`src/rtl/hilo_muldiv_ctrl_pkg.sv`:
```
// Shared encodings for the HI/LO multiply/divide unit.
// Op codes, FSM states, default datapath width.
package hilo_muldiv_ctrl_pkg;

  localparam int MDU_LENGTH = 32;

  typedef enum logic [2:0] {
    MDU_OP_NOP   = 3'd0,
    MDU_OP_MULT  = 3'd1,
    MDU_OP_MULTU = 3'd2,
    MDU_OP_DIV   = 3'd3,
    MDU_OP_DIVU  = 3'd4,
    MDU_OP_MTHI  = 3'd5,
    MDU_OP_MTLO  = 3'd6,
    MDU_OP_RSVD  = 3'd7
  } mdu_op_e;

  typedef enum logic [1:0] {
    ST_IDLE = 2'd0,
    ST_MUL  = 2'd1,
    ST_DIV  = 2'd2,
    ST_FIX  = 2'd3
  } mdu_state_e;

  function automatic logic mdu_op_live(
    input mdu_op_e op
  );
    return (op != MDU_OP_NOP) &&
           (op != MDU_OP_RSVD);
  endfunction

endpackage

```
`src/rtl/hilo_muldiv_ctrl_divider.sv`:
```
// Iterative restoring divider, one quotient bit per cycle, MSB first.
// start/kill/is_signed/dividend/divisor in; busy/valid/quotient/remainder out.
module mdu_divider
  import hilo_muldiv_ctrl_pkg::*;
#(
  parameter int WIDTH = MDU_LENGTH
) (
  input  logic             clk,
  input  logic             rst_n,
  input  logic             start,
  input  logic             kill,
  input  logic             is_signed,
  input  logic [WIDTH-1:0] dividend,
  input  logic [WIDTH-1:0] divisor,
  output logic             busy,
  output logic             valid,
  output logic [WIDTH-1:0] quotient,
  output logic [WIDTH-1:0] remainder
);

  localparam int CNT_W = $clog2(WIDTH + 1);

  logic             running;
  logic [CNT_W-1:0] cnt;
  logic [WIDTH-1:0] rem;
  logic [WIDTH-1:0] quo;
  logic [WIDTH-1:0] dvs;
  logic             q_neg;
  logic             r_neg;

  logic             a_neg;
  logic             b_neg;
  logic [WIDTH-1:0] abs_a;
  logic [WIDTH-1:0] abs_b;
  logic [WIDTH:0]   trial;
  logic [WIDTH:0]   diff;
  logic             fits;

  assign a_neg = is_signed & dividend[WIDTH-1];
  assign b_neg = is_signed & divisor[WIDTH-1];
  assign abs_a = a_neg ? -dividend : dividend;
  assign abs_b = b_neg ? -divisor : divisor;

  // Shift next dividend bit into the partial remainder.
  assign trial = {rem, quo[WIDTH-1]};
  assign diff  = trial - {1'b0, dvs};
  assign fits  = trial >= {1'b0, dvs};

  always_ff @(posedge clk or negedge rst_n) begin
    if (!rst_n) begin
      running <= 1'b0;
      valid   <= 1'b0;
      cnt     <= '0;
      rem     <= '0;
      quo     <= '0;
      dvs     <= '0;
      q_neg   <= 1'b0;
      r_neg   <= 1'b0;
    end else if (start) begin
      running <= 1'b1;
      valid   <= 1'b0;
      cnt     <= CNT_W'(WIDTH);
      rem     <= '0;
      quo     <= abs_a;
      dvs     <= abs_b;
      q_neg   <= a_neg ^ b_neg;
      r_neg   <= a_neg;
    end else if (kill) begin
      running <= 1'b0;
      valid   <= 1'b0;
    end else if (running) begin
      rem <= fits ? diff[WIDTH-1:0]
                  : trial[WIDTH-1:0];
      quo <= {quo[WIDTH-2:0], fits};
      cnt <= cnt - 1'b1;
      if (cnt == CNT_W'(1)) begin
        running <= 1'b0;
        valid   <= 1'b1;
      end
    end
  end

  assign busy      = running;
  assign quotient  = q_neg ? -quo : quo;
  assign remainder = r_neg ? -rem : rem;

endmodule

```
`src/rtl/hilo_muldiv_ctrl.sv`:
```
// HI/LO owner: sequences MULT/MULTU/DIV/DIVU/MTHI/MTLO from execute.
// req_* handshake, flush, busy/done status, registered hi/lo.
module hilo_muldiv_ctrl
  import hilo_muldiv_ctrl_pkg::*;
#(
  parameter int WIDTH   = MDU_LENGTH,
  parameter int MUL_LAT = 2
) (
  input  logic             clk,
  input  logic             rst_n,
  input  logic             req_valid,
  output logic             req_ready,
  input  logic [2:0]       req_op,
  input  logic [WIDTH-1:0] src_a,
  input  logic [WIDTH-1:0] src_b,
  input  logic             flush,
  output logic             busy,
  output logic             done,
  output logic [WIDTH-1:0] hi,
  output logic [WIDTH-1:0] lo
);

  localparam int CMAX = (WIDTH > MUL_LAT) ? WIDTH : MUL_LAT;
  localparam int CW   = $clog2(CMAX + 1);

  mdu_state_e       state;
  logic [CW-1:0]    cnt;
  mdu_op_e          op;
  logic             accept;
  logic             is_mul;
  logic             is_div;
  logic             mul_sgn;
  logic [2*WIDTH-1:0] ext_a;
  logic [2*WIDTH-1:0] ext_b;
  logic [2*WIDTH-1:0] prod;
  logic [2*WIDTH-1:0] pipe [MUL_LAT];

  logic             div_busy;
  logic             div_valid;
  logic [WIDTH-1:0] div_q;
  logic [WIDTH-1:0] div_r;

  assign op        = mdu_op_e'(req_op);
  assign req_ready = (state == ST_IDLE);
  assign busy      = (state != ST_IDLE);
  assign accept    = req_valid & req_ready &
                     ~flush & mdu_op_live(op);
  assign is_mul    = (op == MDU_OP_MULT) ||
                     (op == MDU_OP_MULTU);
  assign is_div    = (op == MDU_OP_DIV) ||
                     (op == MDU_OP_DIVU);

  // Sign-extend to full width so one unsigned
  // multiply serves both MULT and MULTU.
  assign mul_sgn = (op == MDU_OP_MULT);
  assign ext_a = {{WIDTH{mul_sgn & src_a[WIDTH-1]}},
                  src_a};
  assign ext_b = {{WIDTH{mul_sgn & src_b[WIDTH-1]}},
                  src_b};
  assign prod  = ext_a * ext_b;

  always_ff @(posedge clk or negedge rst_n) begin
    if (!rst_n) begin
      for (int i = 0; i < MUL_LAT; i++)
        pipe[i] <= '0;
    end else begin
      if (accept && is_mul)
        pipe[0] <= prod;
      for (int i = 1; i < MUL_LAT; i++)
        pipe[i] <= pipe[i-1];
    end
  end

  mdu_divider #(
    .WIDTH(WIDTH)
  ) u_div (
    .clk       (clk),
    .rst_n     (rst_n),
    .start     (accept & is_div),
    .kill      (flush),
    .is_signed (op == MDU_OP_DIV),
    .dividend  (src_a),
    .divisor   (src_b),
    .busy      (div_busy),
    .valid     (div_valid),
    .quotient  (div_q),
    .remainder (div_r)
  );

  always_ff @(posedge clk or negedge rst_n) begin
    if (!rst_n) begin
      state <= ST_IDLE;
      cnt   <= '0;
      done  <= 1'b0;
      hi    <= '0;
      lo    <= '0;
    end else begin
      done <= 1'b0;
      unique case (state)
        ST_IDLE: begin
          if (accept) begin
            unique case (1'b1)
              is_mul: begin
                state <= ST_MUL;
                cnt   <= CW'(MUL_LAT - 1);
              end
              is_div: begin
                state <= ST_DIV;
                cnt   <= CW'(WIDTH - 1);
              end
              (op == MDU_OP_MTHI): hi <= src_a;
              default:             lo <= src_a;
            endcase
          end
        end
        ST_MUL: begin
          if (flush) begin
            state <= ST_IDLE;
          end else if (cnt == '0) begin
            {hi, lo} <= pipe[MUL_LAT-1];
            done     <= 1'b1;
            state    <= ST_IDLE;
          end else begin
            cnt <= cnt - 1'b1;
          end
        end
        ST_DIV: begin
          if (flush)
            state <= ST_IDLE;
          else if (cnt == '0)
            state <= ST_FIX;
          else
            cnt <= cnt - 1'b1;
        end
        default: begin
          // Sign-corrected result is ready once
          // the core has retired its last bit.
          if (!flush && div_valid && !div_busy) begin
            lo   <= div_q;
            hi   <= div_r;
            done <= 1'b1;
          end
          state <= ST_IDLE;
        end
      endcase
    end
  end

endmodule

```
`config.mk`:
```
export PLATFORM = sky130hd
export DESIGN_NAME = hilo_muldiv_ctrl
export DESIGN_NICKNAME = d
export VERILOG_FILES = /design/src/rtl/hilo_muldiv_ctrl_pkg.sv /design/src/rtl/hilo_muldiv_ctrl_divider.sv /design/src/rtl/hilo_muldiv_ctrl.sv
export SDC_FILE = /design/constraint.sdc
export NUM_CORES = 2
export LEC_CHECK = 0
export CELL_PAD_IN_SITES_DETAIL_PLACEMENT = 0
export CELL_PAD_IN_SITES_GLOBAL_PLACEMENT = 1
export CORE_MARGIN = 3
export CORE_UTILIZATION = 53
export CTS_CLUSTER_SIZE = 12
export DETAILED_ROUTE_END_ITERATION = 6
export DONT_BUFFER_PORTS = 1
export PLACE_DENSITY_LB_ADDON = 0.05
export SYNTH_ARGS = -nofsm -noshare
export SYNTH_HDL_FRONTEND = slang
export SYNTH_HIERARCHICAL = 1
export SYNTH_SLANG_ARGS = --single-unit
```
`constraint.sdc`:
```
create_clock -name clk -period 3.3 [get_ports clk]
set_input_delay 0.33 -clock clk [delete_from_list [all_inputs] [get_ports clk]]
set_output_delay 0.33 -clock clk [all_outputs]
set_load 0.01 [all_outputs]
```
==> summary.txt <==
Flow run
  • Max Cap Viol: 0

Timing
  • Final hold viol count: 307
  • Worst-Margin Slew: 1400 ps
  • Final WS setup: -4040 ps
  • Max Clock Freq: 136 MHz
  • Final setup violation count: 56
  • Pins Over Slew Limit: 0
  • Period utilization: 2.22
  • RSZ-0062 raised after global routing: yes
  • Skew final: 26.3 ps
  • Tmin final: 7340 ps
  • Hold_ws: -502 ps
  • Sum Neg Setup Slack: -162,580 ps
  • Max_slew headroom: 0.0678

Floorplanning
  • Die Height: 326 um
  • Die ar.: 106,000 um2
  • Initial Utilization: 0.539
  • Row cnt: 116
  • Boundary Pins: 138
  • Floorplan core area: 101,000 um2
  • Die X: 326 um

Setup path
  • R2r setup slk: 60 ps
  • Worst EP arrival: 7760 ps
  • Type of element launching the critical path: input port
  • Crit. End Element: flip-flop
  • Required @ worst endpoint: 3720 ps
  • Crit Path Class: input port to flip-flop
  • Top cell by count, worst path: fa_1
  • CP max-delay cell: fa_2
  • Worst Path Max Fanout: 7
  • Crit path largest cell delay: 580 ps

Placement
  • DP HPWL: 121,000 um
  • Pre-CTS setup slack: -4670 ps
  • # port buffers: 0
  • Placed Area: 58,700 um2
  • Routability Congestion: 0.909

Route
  • WL final: 166,000 um
  • Post-DR wirelength/cell: 22.2 um
  • DR iter-0 viols: 3,177
  • Vias post-DR: 42,000
  • Vias per cell: 5.62
  • Antenna Violating Nets Remaining: 0
  • DRC viols: 0
  • Pre-antenna DRT Iters: 5

Clock tree
  • Worst-path clk slew: 60 ps
  • CTS Buf Count: 35
  • Worst skew pair latency: 550 ps
  • Max Root-Sink Buffers: 3
  • # H-tree levels: 2
  • CTS tree: built
  • Root Buffer: clkbuf_16
  • Sink Count: 307
  • Hold-fix buffers, CTS: 24

Global route
  • Global-route wire length before repair: 261,000 um
  • GRT Resource Usage Total: 0.318
  • Pin count of the biggest net entering global routing: 308
  • Total grt overflow: 0
  • Initial antenna violation count: 8
  • Vias in the first global route: 44,600

Logic synthesis
  • Synth Area in Compound Gates: 0.0860
  • EDFF count, synth: 0
  • Synth top area share: 0.415
  • Top FF cell, synth: dfrtp_1
  • Adder-cell share of the synthesized area: 0.474
  • Combinational family with the most area after synthesis: adder cells
  • Mapped Area: 54,300 um2
  • Syn Area/Cell: 9.11 um2
  • Xor/xnor share of the synthesized area: 0.0348
  • Cell accounting for the most synthesized area: fa_1
  • Count of cell types in the netlist: 80
  • Sequential-to-total area share from yosys stat: 0.141
  • Flops & latches, synth: 307
  • Synth top area cells: fa_1, dfrtp_1, inv_1, nand2_1, ha_1
  • Post-Synth Simple-Gate Area: 0.154
  • Mux contribution to synthesized area: 0.00707
  • Share of async-settable or async-resettable flops after synthesis: 1.00
  • Synthesized instance count: 5,964
  • Syn_nets: 7,417
  • Yosys warning total: 6

Run status
  • Status: finished, violations left
  • Failing checks: negative hold slack, negative setup slack

Finish
  • Commonest non-fill, non-tap cell in the layout: inv_1
  • Most frequent cells in the layout: inv_1, fa_1, nand2_1
  • Layout cells sized above 1: 0.139
  • Area Overhead vs Synth: 13.2%
  • Layout net count: 7,552
  • Post-route cell area: 61,500 um2

Min path
  • Hold Crit Class: input port to asynchronous set/reset pin
-- cells by family (layout without fill, tap and decap cells) --
family / after synthesis / in the layout
multiplexers: 38 / 38
AND/OR/NAND/NOR: 1806 / 1806
adder cells (fa/ha/maj): 1382 / 1382
flip-flops: 307 / 307
other: 0 / 2
XOR/XNOR: 216 / 216
buffers and inverters: 1488 / 1642
AO/OA/AOI/OAI: 727 / 727
-- critical path: cells and delay by family --
kind / cells / cell delay (ps)
fa+ha+maj: 9 / 4210
buf+inv: 13 / 1250
simple gates: 6 / 620
compound gates: 6 / 1290
-- registers in the layout, indices dropped and copies added (netlist names) --
register,count
state,2
u_div/busy,1
u_div/q_neg,1
hi,32
cnt,6
lo,32
u_div/quo,32
pipe,128
u_div/valid,1
u_div/r_neg,1
u_div/cnt,6
done,1
u_div/rem,32
u_div/dvs,32
-- path summary, 6_finish.rpt --
check,startpoint,endpoint,depth (start not counted)
max,req_op[0],pipe[120],34
min,rst_n,cnt[0],0
max reg2reg,u_div/rem[7],hi[29],11
min reg2reg,pipe[84],pipe[20],0
max in group asynchronous,rst_n,u_div/dvs[23],0
min in group clk,src_a[24],u_div/quo[24],3
-- cell type report --
| cell class | instances | area (um2) |
|---|---|---|
| sequential | 307 | 7680 |
| timing repair buffer | 418 | 3440 |
| tap | 1357 | 1700 |
| clock inverter | 10 | 98.8 |
| inverter | 1168 | 4400 |
| multi-input combinational | 4169 | 43200 |
| fill | 8839 | 39300 |
| clock buffer | 46 | 1030 |
| antenna | 2 | 5.00 |
-- layer usage --
layer / share of wire / track usage
met1: 0.43 / 0.462
met2: 0.46 / 0.506
met3: 0.084 / 0.0513
met4: 0.023 / 0.0695
met5: 0.00014 / 0
-- timing repair --
action,in CTS,in global routing
setup buffers,11,17
gates cloned,1,0
pin swaps,63,133
gates resized for setup,89,172
endpoints found under the setup margin,60,75
hold endpoints to repair,333,307
-- per-stage QoR --
step,util,std cells
floorplan,-,5964
global placement,0.582,7369
detailed placement,0.582,7369
CTS,0.601,7460
global route,0.610,7476
finish,0.610,7477
-- cells in the mapped netlist, drive strengths merged, types with 37 or more instances --
cell type / number
xnor2: 151
xor2: 65
nand2: 967
o21ai: 193
a221oi: 70
fa: 1126
ha: 256
o31ai: 37
and2: 380
a21oi: 226
a21o: 46
nor2: 221
inv: 1168
clkbuf: 297
dfrtp: 307
Power is left out: the tool's default activity adds up to more than one toggle a clock period on the data nets, which glitch-free logic cannot reach.
